<file path="config.mk">
export PLATFORM = sky130hd
export DESIGN_NAME = arm_dp_sequencer
export DESIGN_NICKNAME = d
export VERILOG_FILES = /design/src/rtl/arm_dp_sequencer.sv
export SDC_FILE = /design/constraint.sdc
export NUM_CORES = 1
export LEC_CHECK = 0
export CORE_UTILIZATION = 45
export CTS_BUF_LIST = sky130_fd_sc_hd__clkbuf_4
export DETAILED_ROUTE_END_ITERATION = 8
export PLACE_DENSITY = 0.87
export RECOVER_POWER = 25
export SLEW_MARGIN = 10
export SYNTH_ARGS = -nofsm -noshare
export SYNTH_HDL_FRONTEND = slang
export SYNTH_SLANG_ARGS = --single-unit
</file>
<file path="constraint.sdc">
create_clock -name clk -period 2.2 [get_ports clk]
set_clock_uncertainty 0.05 [all_clocks]
set_input_delay 0.66 -clock clk [delete_from_list [all_inputs] [get_ports clk]]
set_output_delay 0.66 -clock clk [all_outputs]
set_load 0.01 [all_outputs]
</file>
<file path="src/rtl/arm_dp_sequencer.sv">
// Four-state sequencer for ARM data-processing instructions: condition check,
// operand fetch, ALU drive, write-back and ownership of the NZCV flags.
module arm_dp_sequencer (
    input  logic        clk,
    input  logic        reset_n,
    input  logic        instr_valid,
    input  logic [31:0] instr,
    output logic        instr_ready,
    output logic [3:0]  rf_raddr_a,
    output logic [3:0]  rf_raddr_b,
    input  logic [31:0] rf_rdata_a,
    input  logic [31:0] rf_rdata_b,
    output logic        rf_we,
    output logic [3:0]  rf_waddr,
    output logic [31:0] rf_wdata,
    output logic [31:0] alu_a,
    output logic [31:0] alu_b,
    output logic [4:0]  alu_op,
    output logic        alu_s,
    output logic        alu_out_en,
    output logic [3:0]  alu_flags,
    input  logic [31:0] alu_result,
    input  logic [3:0]  alu_flags_out,
    output logic [3:0]  nzcv,
    output logic        done,
    output logic        skipped,
    output logic        illegal
);

    typedef enum logic [1:0] {IDLE, DECODE, EXEC, WB} state_t;

    localparam logic [4:0] OP_IDLE = 5'b10000;

    state_t      state;
    logic [3:0]  cond_q;
    logic        imm_q;
    logic [3:0]  opc_q;
    logic        s_q;
    logic [3:0]  rd_q;
    logic [11:0] op2_q;
    logic [3:0]  flags_q;
    logic        upd_flags;

    logic [63:0] imm_dbl;
    logic [31:0] op_b;
    logic        cond_ok;
    logic        bad_shift;
    logic        is_cmp;
    logic [4:0]  exec_op;
    logic        unused_bits;

    function automatic logic cond_pass(input logic [3:0] c,
                                       input logic [3:0] f);
        logic n, z, cy, v, p;
        n  = f[3];
        z  = f[2];
        cy = f[1];
        v  = f[0];
        p  = 1'b0;
        unique case (c)
            4'h0: p = z;
            4'h1: p = !z;
            4'h2: p = cy;
            4'h3: p = !cy;
            4'h4: p = n;
            4'h5: p = !n;
            4'h6: p = v;
            4'h7: p = !v;
            4'h8: p = cy && !z;
            4'h9: p = !cy || z;
            4'hA: p = (n == v);
            4'hB: p = (n != v);
            4'hC: p = !z && (n == v);
            4'hD: p = z || (n != v);
            4'hE: p = 1'b1;
            4'hF: p = 1'b0;
        endcase
        return p;
    endfunction

    // Rotating a doubled copy right leaves the rotated value in the low word.
    assign imm_dbl     = {24'd0, op2_q[7:0], 24'd0, op2_q[7:0]}
                         >> {op2_q[11:8], 1'b0};
    assign op_b        = imm_q ? imm_dbl[31:0] : rf_rdata_b;
    assign cond_ok     = cond_pass(cond_q, nzcv);
    assign bad_shift   = !imm_q && (op2_q[11:4] != 8'd0);
    assign is_cmp      = (opc_q[3:2] == 2'b10);
    assign exec_op     = (opc_q == 4'hD) ? OP_IDLE : {1'b0, opc_q};
    assign alu_flags   = nzcv;
    assign unused_bits = &{1'b0, instr[27:26]};

    always_ff @(posedge clk or negedge reset_n) begin
        if (!reset_n) begin
            state       <= IDLE;
            cond_q      <= '0;
            imm_q       <= 1'b0;
            opc_q       <= '0;
            s_q         <= 1'b0;
            rd_q        <= '0;
            op2_q       <= '0;
            flags_q     <= '0;
            upd_flags   <= 1'b0;
            instr_ready <= 1'b1;
            rf_raddr_a  <= '0;
            rf_raddr_b  <= '0;
            rf_we       <= 1'b0;
            rf_waddr    <= '0;
            rf_wdata    <= '0;
            alu_a       <= '0;
            alu_b       <= '0;
            alu_op      <= OP_IDLE;
            alu_s       <= 1'b0;
            alu_out_en  <= 1'b0;
            nzcv        <= '0;
            done        <= 1'b0;
            skipped     <= 1'b0;
            illegal     <= 1'b0;
        end else begin
            unique case (state)
                IDLE: begin
                    if (instr_valid) begin
                        cond_q      <= instr[31:28];
                        imm_q       <= instr[25];
                        opc_q       <= instr[24:21];
                        s_q         <= instr[20];
                        rd_q        <= instr[15:12];
                        op2_q       <= instr[11:0];
                        rf_raddr_a  <= instr[19:16];
                        rf_raddr_b  <= instr[3:0];
                        instr_ready <= 1'b0;
                        state       <= DECODE;
                    end
                end
                DECODE: begin
                    if (bad_shift || !cond_ok) begin
                        // Suppressed: retire straight away, nothing written.
                        done      <= 1'b1;
                        illegal   <= bad_shift;
                        skipped   <= !bad_shift;
                        rf_we     <= 1'b0;
                        upd_flags <= 1'b0;
                        state     <= WB;
                    end else begin
                        alu_a      <= rf_rdata_a;
                        alu_b      <= op_b;
                        alu_op     <= exec_op;
                        alu_s      <= s_q;
                        alu_out_en <= 1'b1;
                        state      <= EXEC;
                    end
                end
                EXEC: begin
                    alu_out_en <= 1'b0;
                    alu_s      <= 1'b0;
                    alu_op     <= OP_IDLE;
                    rf_wdata   <= alu_result;
                    rf_waddr   <= rd_q;
                    rf_we      <= !is_cmp;
                    flags_q    <= alu_flags_out;
                    upd_flags  <= s_q || is_cmp;
                    done       <= 1'b1;
                    state      <= WB;
                end
                WB: begin
                    if (upd_flags) begin
                        nzcv <= flags_q;
                    end
                    rf_we       <= 1'b0;
                    done        <= 1'b0;
                    skipped     <= 1'b0;
                    illegal     <= 1'b0;
                    upd_flags   <= 1'b0;
                    instr_ready <= 1'b1;
                    state       <= IDLE;
                end
            endcase
        end
    end

endmodule

</file>
==> results of run 1 <==
## worst paths after layout
path                       startpoint            to  slack, ns  depth (start not counted)
max                         cond_q[1]      alu_b[1]      -0.18                         11
min                         alu_op[4]     alu_op[4]       0.45                          2
max reg2reg                 cond_q[1]      alu_b[1]      -0.18                         11
min reg2reg                 alu_op[4]     alu_op[4]       0.45                          2
max in group asynchronous     reset_n  alu_flags[1]       0.18                          3
min in group asynchronous     reset_n  rf_wdata[13]       0.74                          2
## flip-flops by register name (all words and copies together) (netlist names), 2 cells and up
register    flops
alu_flags       4
state           2
rd_q            4
rf_wdata       32
rf_waddr        4
cond_q          4
flags_q         4
rf_raddr_b      3
alu_op          5
op2_q           9
alu_a          32
alu_b          32
rf_raddr_a      4
opc_q           4
## layout make-up
| type | count | area, sq um |
|---|---|---|
| Clock buffer | 18 | 135 |
| Multi-Input combinational cell | 345 | 3050 |
| Sequential cell | 153 | 3840 |
| Timing Repair Buffer | 333 | 3420 |
| Tap cell | 184 | 230 |
| Fill cell | 955 | 3720 |
| Antenna cell | 1 | 2.50 |
| Inverter | 14 | 52.6 |
| Clock inverter | 14 | 131 |
## layer usage
layer	wire (microns)	up-vias
met1	7910	2819
met2	10500	298
met4	790	4
met5	23	-
li1	-	2584
met3	1720	55
## critical path, delay by kind of cell (launching register included)
kind | cells | cell delay (ns)
AOI/OAI and AO/OA | 2 | 0.32
buffers and inverters | 5 | 0.64
DFF | 1 | 0.47
muxes | 2 | 0.55
and+or+nand+nor | 2 | 0.30
## placed cells by master, fill, tap and decap left out, types with 5 or more instances in the layout
master,n
dfrtp_1,143
clkdlybuf4s50_1,131
dlygate4sd2_1,119
mux2_2,79
buf_4,37
mux2_4,32
nand2_1,31
nor2_1,21
clkbuf_4,20
mux2i_1,19
o21ai_2,19
a21oi_1,17
nand2_4,15
inv_1,13
o21ai_0,13
a22oi_1,12
nor2b_1,11
buf_12,11
o21ai_1,10
buf_6,9
dfrtp_2,8
buf_16,7
nand2b_1,6
o22ai_1,6
nand2_2,5
clkbuf_16,5
dlymetal6s2s_1,5
## stage by stage
stage | area (sq um) | total power (W) | std cells | setup WS (ns)
2_1_floorplan | 6760 | 0.00932 | 555 | 0.117
3_3_place_gp | 9700 | 0.0128 | 989 | -0.0260
3_5_place_dp | 9700 | 0.0132 | 989 | -0.152
4_1_cts | 10400 | 0.0153 | 1048 | -0.100
5_1_grt | 10900 | 0.0172 | 1062 | -0.256
6_report | 10900 | 0.0163 | 1062 | -0.185
## repair_timing
action                     in CTS  in global routing
setup buffers                  19                  8
hold endpoints to repair       34                  0
gates cloned                    7                  6
hold buffers                    1                  0
pin swaps                       7                 25
setup endpoints to repair     192                 80
gates resized for setup       196                 94
## cells by family (layout without fill, tap and decap cells)
family,Yosys count,after routing
AOI/OAI and AO/OA,96,96
DFF,153,153
xor gates and xnor gates,1,1
other,0,1
and+or+nand+nor,112,112
muxes,131,131
adders and majority gates,5,5
buffers and inverters,57,379
## power groups by stage
| stage | combinational (W) | clock [W] | sequential [W] |
|---|---|---|---|
| 2_1_floorplan | 0.00380 | 0 | 0.00552 |
| 3_3_place_gp | 0.00775 | 0 | 0.00508 |
| 3_5_place_dp | 0.00803 | 0 | 0.00521 |
| 4_1_cts | 0.00846 | 0.00171 | 0.00512 |
| 5_1_grt | 0.0100 | 0.00183 | 0.00541 |
| 6_report | 0.00940 | 0.00167 | 0.00523 |
==> qor.yml, run 1 <==
run_status:
  outcome: "complete, but fails checks"
  violations: "setup timing"
power:
  switching_share: 0.386
  p_seq_frac: 0.321
  power_frac_clock: 0.102
  ir_drop_v: 0.000770
  power.switching_w: 0.00630
  internal_power_w: 0.0100
  pwr-share-comb: 0.577
  power.density_nw_per_um2: 1500
  p_leak_nw: 5.07
critical_path:
  crit_path_max_fanout: 6
  path_class: "reg -> reg"
  cp-start-kind: "flop"
  worst-endpoint-required_ns: 2.64
  endpoint_kind: "flop"
  slowest_delay_ns: 0.47
  critPathSlowestCell: "dfrtp_2"
  cp_cell_sequence: "mux2i_2, mux2i_1, nand4_1, o211ai_4, buf_6, buf_12, buf_16, buf_12, buf_16, nand2_2, o21ai_2"
  crit_arrival_ns: 2.82
drt:
  drt_iter0_markers: 354
  viasPerCell: 5.42
  wl_per_cell_microns: 19.8
  remaining_drc_errors: 0
  drt-total-wl_microns: 21000
  dr.pass1.iters: 6
  num_vias: 5760
  drtAntennaViolNets: 0
synthesis:
  synth_xor_area_frac: 0.00130
  synth_seq_cells: 153
  yosysTopAreaCell: "dfrtp_1"
  netlist_top_cells_count: "dfrtp_1 (151), mux2_2 (99), nand2_1 (51)"
  yosys_warnings: 0
  syn_nets: 695
  synth_cell_types: 46
  synthCells: 555
  synthArstFlopShare: 1.00
  synth_edf_count: 0
  synth-simple-area-share: 0.0795
  synth_flop_cell: "dfrtp_1"
  synth_area_sq_um: 6760
  synth_mux_area_frac: 0.215
  avgSynthCellArea_sq_um: 12.2
  synth_top_area_frac: 0.559
  synth_top_family_by_area: "multiplexers"
  yosysMostFrequentCell: "dfrtp_1"
  synth_compound_area_frac: 0.0872
  yosysSeqAreaShare: 0.567
  synthTopCellsByArea: "dfrtp_1 (56%), mux2_2 (17%), mux2i_1 (3.0%), nand2_1 (2.8%), o21ai_0 (2.7%)"
  synth-adder-area-share: 0.00926
place:
  place_congestion: 0.883
  io_buffers: 260
  dp_hpwl_microns: 13600
clock_tree:
  cts_tree: "done"
  clk_latency_ns: 0.54
  cts-root-buf: "clkbuf_4"
  numCtsBuffers: 17
  ctsHtreeMaxLevel: 4
  clock-sinks: 153
  clk_pin_slew_ns: 0.13
  cts.path.max_buffers: 2
layout:
  area_growth_pct: 60.8
  fin_nets: 1004
  drive_above_1_share: 0.316
  final_util: 0.745
timing:
  max_freq_ghz: 0.419
  setup_ws_ns: -0.185
  rsz0062_at_grt: "yes"
  fin_crit_ns: 2.38
  holdWs_ns: 0.452
  maxSlewViolCount: 0
  max_slew.worst_pin.slew_ns: 0.964
  tns_ns: -7.96
  timing.final.hold_violations: 0
  post-route-period-util: 1.08
  finalSetupViolations: 75
  maxSlewHeadroom: 0.357
global_routing:
  grt_start_max_net_pins: 46
  grt.busiest_layer: "met2"
  grt_pass1_vias: 5981
  antenna_found_initial: 4
  gr-usage-met2: 0.436
  grt_use_met1: 0.299
  grt_usage: 0.261
  grt_pass1_wl_microns: 31300
  overflow: 0
  use_met3: 0.0838
floorplan:
  dieWidth_microns: 125
  die-area_sq_um: 15500
  io-pin-count: 263
  rows: 44
  start_util: 0.463
  coreArea_sq_um: 14600
  die_h_microns: 125
flow_run:
  cap_violations: 0
hold_path:
  hp-class: "reg -> reg"
No activity file was read; power rests on OpenSTA's default activity.
==> run 2: changes to the inputs <==
- CAP_MARGIN: not set -> 20
- RECOVER_POWER: 25 -> not set
==> qor.yml, run 2 (synthesized netlist as in run 1, its figures left out) <==
clock_tree:
  clk_latency_ns: 0.55  # about the same
  cts-root-buf: "clkbuf_4"
  clock-sinks: 153  # unchanged
  cts_tree: "done"
  numCtsBuffers: 17  # unchanged
  ctsHtreeMaxLevel: 4  # unchanged
  cts.path.max_buffers: 2  # unchanged
  clk_pin_slew_ns: 0.13  # about the same
timing:
  holdWs_ns: 0.452  # +0.0000490 ns
  fin_crit_ns: 2.38  # -0.000656 ns
  maxSlewViolCount: 0  # unchanged
  post-route-period-util: 1.08  # about the same
  setup_ws_ns: -0.184  # +0.000656 ns
  rsz0062_at_grt: "yes"
  max_freq_ghz: 0.419  # about the same
  max_slew.worst_pin.slew_ns: 0.550  # -0.415 ns
  timing.final.hold_violations: 0  # unchanged
  maxSlewHeadroom: 0.630  # +0.273
  finalSetupViolations: 75  # unchanged
layout:
  area_growth_pct: 61.3
  biggestRegsByFlops: "alu_a x32, alu_b x32, rf_wdata x32"
  drive_above_1_share: 0.316  # unchanged
  fin_nets: 1004  # unchanged
  fin_cells: 1062  # unchanged
  final_cell_mix: "dfrtp_1 (143), clkdlybuf4s50_1 (131), dlygate4sd2_1 (119), mux2_2 (79), buf_4 (37)"
  layout_commonest_cell: "dfrtp_1"
drt:
  viasPerCell: 5.43  # +0.19%
  drt-total-wl_microns: 21000  # +0.21%
  drtAntennaViolNets: 0  # unchanged
  num_vias: 5771  # +0.19%
  wl_per_cell_microns: 19.8  # +0.21%
  drt_iter0_markers: 371  # +4.8%
  remaining_drc_errors: 0  # unchanged
  dr.pass1.iters: 5  # -1
floorplan:
  die_h_microns: 125  # unchanged
  rows: 44  # unchanged
  dieWidth_microns: 125  # unchanged
  coreArea_sq_um: 14600  # unchanged
  io-pin-count: 263  # unchanged
  start_util: 0.463  # unchanged
  die-area_sq_um: 15500  # unchanged
place:
  dp.cells: 989  # unchanged
  place_congestion: 0.883  # unchanged
  io_buffers: 260  # unchanged
  dp_hpwl_microns: 13600  # unchanged
global_routing:
  grt_pass1_vias: 5981  # unchanged
  grt.busiest_layer: "met2"
  use_met3: 0.0838  # unchanged
  grt_use_met1: 0.299  # unchanged
  antenna_found_initial: 4  # unchanged
  gr-usage-met2: 0.436  # unchanged
  grt_usage: 0.261  # unchanged
  overflow: 0  # unchanged
  grt_start_max_net_pins: 46  # unchanged
  grt_pass1_wl_microns: 31300  # unchanged
critical_path:
  crit_path_max_fanout: 7  # +1
  cp-start-kind: "flop"
  worst-endpoint-required_ns: 2.60  # -0.04 ns
  path_class: "reg -> reg"
  crit_arrival_ns: 2.79  # -0.03 ns
  endpoint_kind: "flop"
power:
  power.density_nw_per_um2: 1500  # -0.14%
  p_leak_nw: 5.08  # +0.23%
  ir_drop_v: 0.000771  # +0.13%
run_status:
  violations: "setup timing"
  outcome: "complete, but fails checks"
hold_path:
  hp-class: "reg -> reg"
flow_run:
  cap_violations: 0  # unchanged
## run 2: final timing paths
| kind | start | end | slack [ns] | depth (start not counted) |
|---|---|---|---|---|
| min reg2reg | alu_op[4] | alu_op[4] | 0.45 | 2 |
| max | cond_q[1] | alu_a[26] | -0.18 | 8 |
| min | alu_op[4] | alu_op[4] | 0.45 | 2 |
| max reg2reg | cond_q[1] | alu_a[26] | -0.18 | 8 |
| max in group asynchronous | reset_n | alu_op[4] | 0.94 | 3 |
| min in group asynchronous | reset_n | rf_wdata[13] | 0.52 | 2 |
## run 2: cell type report
type,instances,area (sq um)
flip-flops and latches,153,3840
fillers,952,3690
repair buffers,333,3450
multi-input cells,345,3050
well taps,184,230
clock buffers,18,135
clock inverters,14,131
inverters,14,52.6
diodes,1,2.50
## run 2: worst max-delay path, stage by stage (launching register included)
cell and delay, ns:
dfrtp_2 0.47, mux2i_2 0.28, mux2i_1 0.27, nand4_1 0.24, o211ai_4 0.26, buf_6 0.15
buf_12 0.11, buf_16 0.15, mux2_4 0.31
## run 2: timing repair
action                                 CTS  global route
setup endpoints to repair              192            80
gates cloned                             7             6
setup buffers                           19             8
pin swaps                                7            25
hold buffers                             1             0
endpoints found under the hold margin   34             0
gates resized for setup                196            94
## run 2: stage by stage
stage | TNS [ns] | util | cell area, sq um | setup slack (ns) | power, W
after CTS | -2.02 | 0.714 | 10400 | -0.100 | 0.0153
after global routing | -12.57 | 0.747 | 10900 | -0.256 | 0.0173
after floorplan | 0 | - | 6760 | 0.117 | 0.00932
final | -8.08 | 0.747 | 10900 | -0.184 | 0.0163
after detailed placement | -5.46 | 0.665 | 9700 | -0.152 | 0.0132
after global placement | -0.339 | 0.665 | 9700 | -0.0260 | 0.0128
## run 2: where the power goes
group / switching (W) / internal, W
Sequential: 0.000992 / 0.00425
Combinational: 0.00433 / 0.00509
Clock: 0.000996 / 0.000670
## run 2: layer usage
layer,wire length [microns],part of all wire,up-vias
met5,23,0.0011,-
met4,820,0.039,4
met3,1770,0.084,58
met2,10500,0.50,304
met1,7880,0.37,2826
li1,-,-,2579
